**config.mk**
```make
export PLATFORM = sky130hd
export DESIGN_NAME = systolic_ctrl
export DESIGN_NICKNAME = d
export VERILOG_FILES = /design/src/rtl/systolic_ctrl.sv
export SDC_FILE = /design/constraint.sdc
export NUM_CORES = 1
export LEC_CHECK = 0
export CORE_AREA = 2 2 242 244
export DETAILED_ROUTE_END_ITERATION = 12
export DIE_AREA = 0 0 244 246
export PLACE_DENSITY = 0.65
export SLEW_MARGIN = 10
export SYNTH_ARGS = -nofsm -noshare
export SYNTH_HDL_FRONTEND = slang
export SYNTH_SLANG_ARGS = --single-unit
```
**constraint.sdc**
```tcl
create_clock -name clk -period 2 [get_ports clk]
set_input_delay 0.2 -clock clk [delete_from_list [all_inputs] [get_ports clk]]
set_output_delay 0.2 -clock clk [all_outputs]
set_load 0.02 [all_outputs]
```
**src/rtl/systolic_ctrl.sv**
```systemverilog
// systolic_ctrl: clear/feed/drain/done sequencer with diagonal operand skew for an MxK output-stationary array.
// Optional busy-cycle counter enabled by defining SYSTOLIC_CTRL_PERF_EN.
module systolic_ctrl #(
    parameter int M = 5,
    parameter int N = 3,
    parameter int K = 4,
    parameter int DATA_WIDTH = 32,
    parameter int PE_LAT = 1,
    localparam int AW = (N > 1) ? $clog2(N) : 1
) (
    input  logic                    clk,
    input  logic                    rst,
    input  logic                    start,
    output logic                    x_rd_en,
    output logic [AW-1:0]           x_rd_addr,
    input  logic [DATA_WIDTH*M-1:0] x_rd_data,
    output logic                    w_rd_en,
    output logic [AW-1:0]           w_rd_addr,
    input  logic [DATA_WIDTH*K-1:0] w_rd_data,
    output logic [DATA_WIDTH*M-1:0] arr_x,
    output logic [DATA_WIDTH*K-1:0] arr_w,
    output logic                    arr_clr,
    output logic                    busy,
    output logic                    done,
    output logic [31:0]             perf_cycles
);
    localparam int D = M + K - 1 + PE_LAT;
    localparam int CN = (N > D) ? N : D;
    localparam int CW = (CN > 1) ? $clog2(CN) : 1;
    typedef enum logic [2:0] {S_IDLE, S_CLEAR, S_FEED, S_DRAIN, S_DONE} state_t;
    state_t          r_state;
    logic [CW-1:0]   r_cnt;
    logic            r_clr, r_rd, r_vld, r_busy, r_done;
    logic [DATA_WIDTH*M-1:0] w_x;
    logic [DATA_WIDTH*K-1:0] w_w;
    always_ff @(posedge clk) begin
        if (rst) begin
            r_state <= S_IDLE;
            r_cnt   <= '0;
            r_clr   <= 1'b0;
            r_rd    <= 1'b0;
            r_vld   <= 1'b0;
            r_busy  <= 1'b0;
            r_done  <= 1'b0;
        end else begin
            r_clr  <= 1'b0;
            r_done <= 1'b0;
            r_vld  <= r_rd;
            case (r_state)
                S_IDLE: if (start) begin
                    r_state <= S_CLEAR;
                    r_clr   <= 1'b1;
                    r_busy  <= 1'b1;
                end
                S_CLEAR: begin
                    r_state <= S_FEED;
                    r_rd    <= 1'b1;
                end
                S_FEED: if (r_cnt == CW'(N - 1)) begin
                    r_state <= S_DRAIN;
                    r_rd    <= 1'b0;
                    r_cnt   <= '0;
                end else r_cnt <= r_cnt + 1'b1;
                S_DRAIN: if (r_cnt == CW'(D - 1)) begin
                    r_state <= S_DONE;
                    r_done  <= 1'b1;
                    r_cnt   <= '0;
                end else r_cnt <= r_cnt + 1'b1;
                S_DONE: begin
                    r_state <= S_IDLE;
                    r_busy  <= 1'b0;
                end
                default: r_state <= S_IDLE;
            endcase
        end
    end
    assign x_rd_en   = r_rd;
    assign w_rd_en   = r_rd;
    assign x_rd_addr = r_cnt[AW-1:0];
    assign w_rd_addr = r_cnt[AW-1:0];
    assign arr_clr   = r_clr;
    assign busy      = r_busy;
    assign done      = r_done;
    // Unread slots inject zeros so fill/drain never disturbs the accumulators
    assign w_x = r_vld ? x_rd_data : '0;
    assign w_w = r_vld ? w_rd_data : '0;
    for (genvar i = 0; i < M; i++) begin : g_x
        if (i == 0) begin : g_0
            assign arr_x[DATA_WIDTH-1:0] = w_x[DATA_WIDTH-1:0];
        end else begin : g_d
            logic [DATA_WIDTH-1:0] r_sh [i];
            always_ff @(posedge clk) begin
                r_sh[0] <= rst ? '0 : w_x[DATA_WIDTH*i +: DATA_WIDTH];
                for (int s = 1; s < i; s++) r_sh[s] <= rst ? '0 : r_sh[s-1];
            end
            assign arr_x[DATA_WIDTH*i +: DATA_WIDTH] = r_sh[i-1];
        end
    end
    for (genvar j = 0; j < K; j++) begin : g_w
        if (j == 0) begin : g_0
            assign arr_w[DATA_WIDTH-1:0] = w_w[DATA_WIDTH-1:0];
        end else begin : g_d
            logic [DATA_WIDTH-1:0] r_sh [j];
            always_ff @(posedge clk) begin
                r_sh[0] <= rst ? '0 : w_w[DATA_WIDTH*j +: DATA_WIDTH];
                for (int s = 1; s < j; s++) r_sh[s] <= rst ? '0 : r_sh[s-1];
            end
            assign arr_w[DATA_WIDTH*j +: DATA_WIDTH] = r_sh[j-1];
        end
    end
`ifdef SYSTOLIC_CTRL_PERF_EN
    logic [31:0] r_perf;
    always_ff @(posedge clk) begin
        r_perf <= rst ? '0 : (r_busy && r_perf != '1) ? r_perf + 32'd1 : r_perf;
    end
    assign perf_cycles = r_perf;
`else
    assign perf_cycles = '0;
`endif
endmodule

```
# ---- After elaboration in Yosys (flattened, before gate mapping)
# Memory sizes are Yosys's and may differ from the RTL's.
# Index checks and enable logic that the tools add are counted.
# W data, S select, Z words.
dict set report classes {
  n_reduce_logical 9
  n_mux 31
  n_eq_ne 9
  add_sub_neg 1
  bitwise 2
}
# operator count
set op_table {}
lappend op_table {{$mux W32} 16}
lappend op_table {{$mux W160} 1}
lappend op_table {{$mux W128} 1}
lappend op_table {{$pmux W3 S4} 1}
lappend op_table {{$mux W3} 3}
lappend op_table {{$mux W4} 2}
lappend op_table {{$pmux W4 S2} 1}
lappend op_table {{$eq A3 B2 Y1 const B} 2}
lappend op_table {{$ne A2 B2 Y1 const B} 3}
lappend op_table {{$reduce_bool A2 Y1} 3}
lappend op_table {{$add A4 B1 Y4 const B} 1}
lappend op_table {{$eq A4 B2 Y1 const B} 1}
lappend op_table {{$eq A4 B4 Y1 const B} 1}
lappend op_table {{$mux W1} 4}
lappend op_table {{$pmux W1 S2} 2}
lappend op_table {{$reduce_and A2 Y1} 2}
lappend op_table {{$reduce_or A2 Y1} 2}
lappend op_table {{$eq A3 B1 Y1 const B} 1}
lappend op_table {{$eq A3 B3 Y1 const B} 1}
lappend op_table {{$logic_not A3 Y1} 1}
lappend op_table {{$reduce_and A3 Y1} 1}
lappend op_table {{$not A1 Y1} 2}
dict set report totals {
  ram_bits 512
  memories 7
  ff_bits 12
  output_inout_bits 329
  inputBits 291
  wordCells 66
}
# memory words word_bits read_ports rd_ports_with_merged_regs wr line_no
set mem_list {}
lappend mem_list {{g_x[4].g_d.r_sh} 4 32 4 0 4 91} ;# logic [DATA_WIDTH-1:0] r_sh [i];
lappend mem_list {{g_w[3].g_d.r_sh} 3 32 3 0 3 103} ;# logic [DATA_WIDTH-1:0] r_sh [j];
lappend mem_list {{g_x[3].g_d.r_sh} 3 32 3 0 3 91}
lappend mem_list {{g_w[2].g_d.r_sh} 2 32 2 0 2 103}
lappend mem_list {{g_x[2].g_d.r_sh} 2 32 2 0 2 91}
lappend mem_list {{g_w[1].g_d.r_sh} 1 32 1 0 1 103}
lappend mem_list {{+1 memories} n/a n/a n/a n/a n/a n/a}

# ---- Depth between registers and ports, before layout
dict set report logic_depth {
  depth_word 3
  depth_mapped 7
  ltp_nobuf 6
}

# ---- Worst setup path after synthesis
# OpenSTA, ideal clock, no wires.
dict set report synth_timing {
  path_type {register to register}
  start {register r_cnt[0]}
  end {register r_cnt[2]}
  setup_ns 0.091
  n_path_buf 1
  required_time_ns 1.909
  synth_period_minus_slack_ns 1.491
  arrival_time_ns 1.400
  setup_slack_ns 0.509
  stages_incl_launch_ff 8
  path_cell_list {dfxtp_1 > inv_1 > ha_1 > and3b_1 > buf_6 > o22ai_2 > a21oi_1 > a311oi_1}
}
dict set report synth_via {
  elab_chain_cells 3
  elab_cells_between_ends 6
  cone_classes {add/sub: 1; eq/ne: 2; mux: 3}
}
# element line_no
set synth_lines {}
lappend synth_lines {{start: declaration} 32} ;# logic [CW-1:0] r_cnt;
lappend synth_lines {{start signal: assignment} 63} ;# end else r_cnt <= r_cnt + 1'b1;
lappend synth_lines {{start signal: assignment} 68} ;# end else r_cnt <= r_cnt + 1'b1;
lappend synth_lines {{$add A4 B1 Y4 (tied with other cells)} {63, 68}}
lappend synth_lines {{$mux W4, on equally long branches} {64, 59}}
lappend synth_lines {{$pmux W4 S2 (*)} 49} ;# case (r_state)
# Every way passes the cells marked *; elsewhere a longest branch is shown, timed or not.
# A chain may end at the register's enable or synchronous reset.

# ---- Worst setup path after layout
dict set report layout_timing {
  start {register r_rd (netlist: w_rd_en)}
  end {output w_rd_en}
}
# element line_no
set layout_rtl {}
lappend layout_rtl {{start: declaration} 33} ;# logic r_clr, r_rd, r_vld, r_busy, r_done;
lappend layout_rtl {{start signal: assignment} 41} ;# r_rd <= 1'b0;
lappend layout_rtl {{start signal: assignment} 57} ;# r_rd <= 1'b1;
lappend layout_rtl {{start signal: assignment} 61} ;# r_rd <= 1'b0;
lappend layout_rtl {{end: declaration} 17} ;# output logic w_rd_en,
# No word-level cell between the ends.

==> metrics.md <==
| Metric | Value |
|---|---|
| Final WS setup | `0.0970 ns` |
| Critical path class | `reg -> out` |
| Filler instances | `roughly 5400` |
| Post-synthesis register bit count | `524` |
| Vias in the first global route | `around 9800` |
| Yosys warning total | `0` |
| DR vias | `9878` |
| Share of cells above drive strength 1 | `6.30%` |
| Die area | `60000 um^2` |
| Post-synthesis mux area share | `0%` |
| Setup bufs post-CTS | `0` |
| Worst skew pair latency | `0.58 ns` |
| CP Capture Type | `output port` |
| Slew HR | `55.4%` |
| Nets | `2128` |
| Max stage delay on crit path | `0.67 ns` |
| WP data required | `1.80 ns` |
| Core Area | `57400 um^2` |
| Initial Util | `27.7%` |
| Layout Utilization | `40.7%` |
| Largest family of logic cells by synthesized area | `simple AND/OR/NAND/NOR gates` |
| Synth cell types | `32` |
| Starting DRT DRC Count | `201` |
| Adder-Cell Fraction of Synth Area | `0.236%` |
| Commonest non-fill, non-tap cell in the layout | `dfxtp_1` |
| Total negative slack for setup checks | `0 ns` |
| XOR/XNOR Fraction of Synth Area | `0%` |
| DRT Pass-1 Iters | `4` |
| Clock transition at path regs | `0.06 ns` |
| Port buffer count | `587` |
| CTS Buf Count | `between 50 and 60` |
| Drt via density | `3.72` |
| Total grt overflow | `0` |
| Sink Count | `524` |
| Min Clock Period, post-route | `1.90 ns` |
| CP cell instances | `clkdlybuf4s50_1` |
| RSZ-0062 raised after global routing | `no` |
| Antenna violations before repair | `32` |
| Hold Vio Cnt, Final | `0` |
| Routed WL per cell | `15.5 um` |
| Post-synthesis compound-gate area fraction | `0.637%` |
| CP max-delay cell | `clkdlybuf4s50_1` |
| Max Clock Skew | `around 0.016 ns` |
| Root buffer cell | `clkbuf_16` |
| Final-report max-slew violation count | `0` |
| Worst-case clock buffer depth | `3` |
| Routed Antenna Nets | `0` |
| Final Cycle Share | `95.1%` |
| Area growth from synthesis to layout | `46.5%` |
| Worst setup SP type | `register` |
| CP arrival | `1.70 ns` |
| CTS tree | `built` |
| Max IR drop VDD | `576 uV` |
| Syn Area/Cell | `11.5 um^2` |
| Gate Count Post-Synth | `1380` |
| Buf/Inv on CP | `1` |
| Worst-Margin Slew | `~0.67 ns` |
| Final Setup Violations | `0` |
| Routed WL | `approximately 41 mm` |
| Htree depth | `2` |
| Largest net degree at the start of global routing | `136` |
| Chip Width | `244 um` |
| First-pass GRT wire length | `between 50 and 60 mm` |
| Leak | `around 9.3 nW` |
| Tot GR Track Use | `a little over an eighth` |
| Register area share after synthesis | `65.9%` |
| Dpl ws | `0.217 ns` |
| Status | `completed` |
| Syn Std Cell Area | `approximately 16000 um^2` |
| Post-Synth Simple-Gate Area | `23.7%` |
| DR DRC count | `0` |
| I/O Pins | `slightly above 600` |
| Fmax | `between 0.5 and 0.6 GHz` |
| Hold Crit Class | `in -> reg` |
| Rows | `88` |
| Most frequent cells in the layout | `522 x dfxtp_1, 521 x clkdlybuf4s50_1, 290 x nor2b_1` |
| Total of max-cap violations | `0` |
| Die Y | `246 um` |
| Power per Cell Area | `917 nW/um^2` |
| Worst-path maximum fanout | `5` |
| Dpl hpwl | `30.5 mm` |
| Cell family with most CP delay | `buffers and inverters` |
| Final RePlAce weighted congestion | `approximately 0.81` |
[worst register-to-register path, delay by kind of cell, from the launching register on]
kind	cells	cell delay, ns
AND/OR/NAND/NOR	2	0.49
flip-flops	1	0.41
buffers and inverters	2	0.63
[what timing repair did]
action	4_1_cts	5_1_grt
resized for setup	59	0
setup endpoints to repair	54	0
hold buffers	0	0
[layer usage]
| layer | vias up | track usage, % | share of wire, % |
|---|---|---|---|
| met2 | 437 | 24.2 | 52 |
| met1 | 4413 | 12.5 | 34 |
| met4 | 10 | 7.19 | 4.6 |
| met3 | 110 | 4.74 | 8.6 |
| li1 | 4908 | - | - |
| met5 | - | 0 | 0.15 |
[metrics by stage]
step / total power, W / cells / hold WS [ns] / cell area [um^2]
2_1_floorplan: 0.0113 / 1411 / 0.322 / 16000
3_3_place_gp: 0.0121 / 2542 / 0.415 / 21600
3_5_place_dp: 0.0121 / 2542 / 0.420 / 21600
4_1_cts: 0.0217 / 2639 / 0.103 / 23300
5_1_grt: 0.0222 / 2647 / 0.108 / 23300
6_report: 0.0214 / 2652 / 0.109 / 23300
[sequential cells by signal (all words and copies together) (netlist names)]
register and count:
arr_clr 1, busy 1, done 1, g_w.g_d.r_sh 192, g_x.g_d.r_sh 320, r_cnt 4
r_state 3, r_vld 1, w_rd_en 1
[logic make-up after synthesis]
| logic type | Yosys count |
|---|---|
| and+or+nand+nor | 603 |
| DFF | 524 |
| buffers and inverters | 235 |
| AOI/OAI and AO/OA | 14 |
| other | 1 |
| adders and majority gates | 3 |
[report_power, final]
part / switching (W) / internal (W)
registers: 0.0000415 / 0.0106
clock network: 0.00408 / 0.00550
logic: 0.000473 / 0.000740
[synth_stat cells]
library cell / number / area [um^2]
a311oi_1: 1 / 8.76
dfxtp_1: 524 / 10500
a21oi_1: 4 / 20.0
ha_1: 3 / 37.5
buf_4: 165 / 1240
nand3b_1: 1 / 7.51
nor2b_1: 291 / 1820
nor3_1: 1 / 5.00
nand3_1: 2 / 10.0
nor3b_2: 1 / 12.5
buf_1: 1 / 3.75
conb_1: 1 / 3.75
nand2b_1: 2 / 12.5
or3b_1: 1 / 8.76
and3b_1: 1 / 8.76
nor2_1: 7 / 26.3
o32a_1: 1 / 10.0
and4b_1: 2 / 20.0
o22ai_1: 1 / 6.26
inv_1: 2 / 7.51
buf_6: 1 / 11.3
nand4_1: 1 / 6.26
a21boi_0: 2 / 15.0
and3_1: 1 / 6.26
nor4_1: 3 / 18.8
nand2_1: 1 / 3.75
a31oi_1: 1 / 6.26
a211oi_1: 3 / 22.5
and2_1: 288 / 1800
buf_2: 4 / 20.0
clkbuf_1: 62 / 233
o22ai_2: 1 / 12.5
[area by class of cell]
type                       instances  area [um^2]  share of cell area, %
clock buffer                      76         1580                   6.77
antenna                           13         32.5                  0.139
sequential                       524        10500                   45.0
timing repair buffer             600         6090                   26.1
tap                              765          957                   4.10
clock inverter                    20          124                  0.531
multi-input combinational        652         4040                   17.3
inverter                           2         7.51                 0.0322
[path summary, 6_finish.rpt]
check | start | to | slack, ns | cells past startpoint
max | w_rd_en | w_rd_en | 0.1 | 1
min | rst | g_w[2].g_d.r_sh[0][63] | 0.11 | 3
max reg2reg | r_vld | g_w[1].g_d.r_sh[0][13] | 0.41 | 4
min reg2reg | g_x[3].g_d.r_sh[0][23] | g_x[3].g_d.r_sh[0][55] | 0.43 | 1
Power figures use the tool's default switching activity.
==> variant: new RTL, same settings <==
Put a register stage on the outputs `x_rd_addr` and `w_rd_addr`, cleared by the reset. The values now appear one clock later. The other outputs are not delayed to match.
--- a/src/rtl/systolic_ctrl.sv
+++ b/src/rtl/systolic_ctrl.sv
@@ -76,8 +76,15 @@
     end
     assign x_rd_en   = r_rd;
     assign w_rd_en   = r_rd;
-    assign x_rd_addr = r_cnt[AW-1:0];
-    assign w_rd_addr = r_cnt[AW-1:0];
+    always_ff @(posedge clk) begin
+        if (rst) begin
+            x_rd_addr <= '0;
+            w_rd_addr <= '0;
+        end else begin
+            x_rd_addr <= r_cnt[AW-1:0];
+            w_rd_addr <= r_cnt[AW-1:0];
+        end
+    end
     assign arr_clr   = r_clr;
     assign busy      = r_busy;
     assign done      = r_done;
Behaviour: not the same (Yosys sat finds a counterexample within 4 cycles, from zero or initial values and one cycle with rst high).
==> variant against the unedited design <==
Synthesized area increased by 0.34%. Critical path depth is 2 higher. Design area up 1.0%. Clock power rose by 12%. Clock skew decreased by 0.0059 ns. Cell count barely moved. Total power rose by 5.9%. Worst setup slack got worse by 0.017 ns. Wire length shrank 5.0%. Sequential share of layout area is 0.29 points lower. Sequential cell count grew 2. Highest routed layer unchanged.
==> variant: results (changes against the unedited design) <==
[sta]
worst_clock_skew_ns = 0.00961  ; -0.00594 ns
finalSetupViolCount = 0  ; unchanged
whs_ns = 0.156  ; +0.0467 ns

[route]
routed_wl_mm = 39.0  ; -5.0%
vias = 9815  ; -0.64%
firstDrtPassIters = 4  ; unchanged
avgRoutedWirePerCell_um = 14.7  ; -4.9%
dr.first_iter.drc_count = 247  ; +23%

[global_route]
antenna_found_initial = 12  ; -63%
grt_pass1_wl_mm = 58.4  ; -0.89%
grt_pass1_vias = 9923  ; +1.3%
grt_max_degree = 98  ; -28%
grt_usage_pct = 12.6  ; -0.51 points

[worst_hold_path]
whs_path_depth = 2  ; -1
min-delay-start = x_rd_data[134]
hp-class = input pin to flip-flop
min_to = g_x[4].g_d.r_sh[0][6]$_SDFF_PP0_

[synth]
synthArstFlopShare_pct = 0  ; unchanged
ys_top_cells_by_area = dfxtp_1, nor2b_1, and2_1, buf_4, clkbuf_1
yosysSeqAreaShare_pct = 65.9  ; about the same
synth-main-ff-cell = dfxtp_1
synth_cell_types = 31  ; -3.1%
syn_inst = 1377  ; -0.22%
yosys_warnings = 0  ; unchanged
synthTopCellsByCount = dfxtp_1, nor2b_1, and2_1

[setup_path]
arrival_ns = 1.72  ; +0.02 ns
reg2reg_to = g_w[2].g_d.r_sh[0][2]$_SDFF_PP0_
r2r_slack_ns = 0.35  ; -0.06 ns
critPathMaxFanout = 33  ; +28
r2r_cells = 5  ; +1
timing.rr.start = r_vld$_SDFF_PP0_

[power]
peakVddDrop_uv = 864  ; +50%
p_leak_nw = 9.47  ; +1.5%

[final_layout]
fillers = 5403  ; -0.64%
final_layout_size_suffix_gt1_share_pct = 6.32  ; +0.023 points
layout.nets = 2130  ; +0.094%
largestRegisters = g_x.g_d.r_sh (320), g_w.g_d.r_sh (192), r_cnt (4)

[placed_design]
dp.cells = 2541  ; -0.039%
gp_congestion = 0.843  ; +3.8%
place_hpwl_mm = 28.0  ; -8.2%
port_buffers = 587  ; unchanged

[cts]
cts_root_buf = clkbuf_16
numCtsBuffers = 56  ; +3.7%
path_clk_slew_ns = 0.06  ; about the same
clockBufferDepth = 3  ; unchanged
cts_max_level = 2  ; unchanged
clk_latency_ns = 0.60  ; +0.02 ns

[run_status]
status = finished clean

-- variant: cell count changes after synthesis, sizes merged, moves of 2 or more --
| cell | before | now |
|---|---|---|
| clkbuf | 62 | 50 |
| buf | 171 | 180 |
| inv | 2 | 6 |
| nor2 | 7 | 4 |
| and4b | 2 | 0 |
| dfxtp | 524 | 526 |
| nor4 | 3 | 1 |
| o22ai | 2 | 0 |
| o2bb2ai | 0 | 2 |
| o41ai | 0 | 2 |
-- variant: layout make-up --
cell class	count	area, um2	area share, %
flip-flops and latches	526	10500	44.7
well taps	765	957	4.06
clock buffers	77	1630	6.93
repair buffers	600	6050	25.7
inverters	6	22.5	0.0956
diodes	2	5.00	0.0212
clock inverters	28	344	1.46
multi-input cells	646	4010	17.0
-- variant: worst max path at each step --
stage                                        to  depth (start not counted)  slack (ns)             startpoint
after floorplan           r_cnt[3]$_SDFFE_PP0P_                          5        0.67  r_cnt[0]$_SDFFE_PP0P_
after detailed placement              arr_x[30]                          3        0.26          x_rd_data[30]
final                                 arr_w[28]                          3        0.08       r_vld$_SDFF_PP0_
after CTS                             arr_x[29]                          3       0.004       r_vld$_SDFF_PP0_
after global placement                arr_x[30]                          3        0.26          x_rd_data[30]
after global routing                  arr_x[29]                          3       0.005       r_vld$_SDFF_PP0_
-- variant: what timing repair did --
action / in CTS / in global routing
endpoints found under the hold margin: 26 / 0
pin swaps: 0 / 0
setup endpoints to repair: 62 / 6
hold buffers: 1 / 0
resized for setup: 66 / 4
gates cloned: 0 / 1
buffers inserted: 0 / 0
-- variant: critical path, stage by stage, from the launching register on --
cell	delay [ns]
dfxtp_2	0.41
buf_12	0.18
and2_1	0.23
clkdlybuf4s15_2	0.29
-- variant: per-layer routing --
layer,track usage [%],up-vias,share of wire [%]
li1,-,4898,-
met1,15.3,4499,43
met2,19.6,323,45
met3,5.54,85,9.2
met4,4.48,10,2.9
met5,0,-,0.19
-- variant: logic make-up (layout without fill, tap and decap cells) --
| family | count (synthesis) | count (layout) | share of synthesized area, % |
|---|---|---|---|
| flip-flops | 526 | 526 | 65.9 |
| AND/OR/NAND/NOR | 596 | 596 | 23.4 |
| AO/OA/AOI/OAI | 15 | 15 | 0.697 |
| buffers and inverters | 236 | 711 | 9.70 |
| adder cells (fa/ha/maj) | 3 | 3 | 0.235 |
| other | 1 | 34 | 0.0235 |
-- variant: metrics by stage --
stage               worst slack, ns  total power, mW  area [um2]
floorplan                     0.669             11.4       16100
global placement              0.258             12.2       21600
detailed placement            0.261             12.2       21600
CTS                         0.00422             23.0       23500
global route                0.00544             23.5       23600
finish                       0.0802             22.6       23600
-- variant: power breakdown --
group	internal [mW]	leakage [nW]	switching, mW	total (mW)
Sequential	10.6	4.24	0.0440	10.7
Combinational	0.755	4.26	0.514	1.27
Clock	6.41	0.972	4.30	10.7
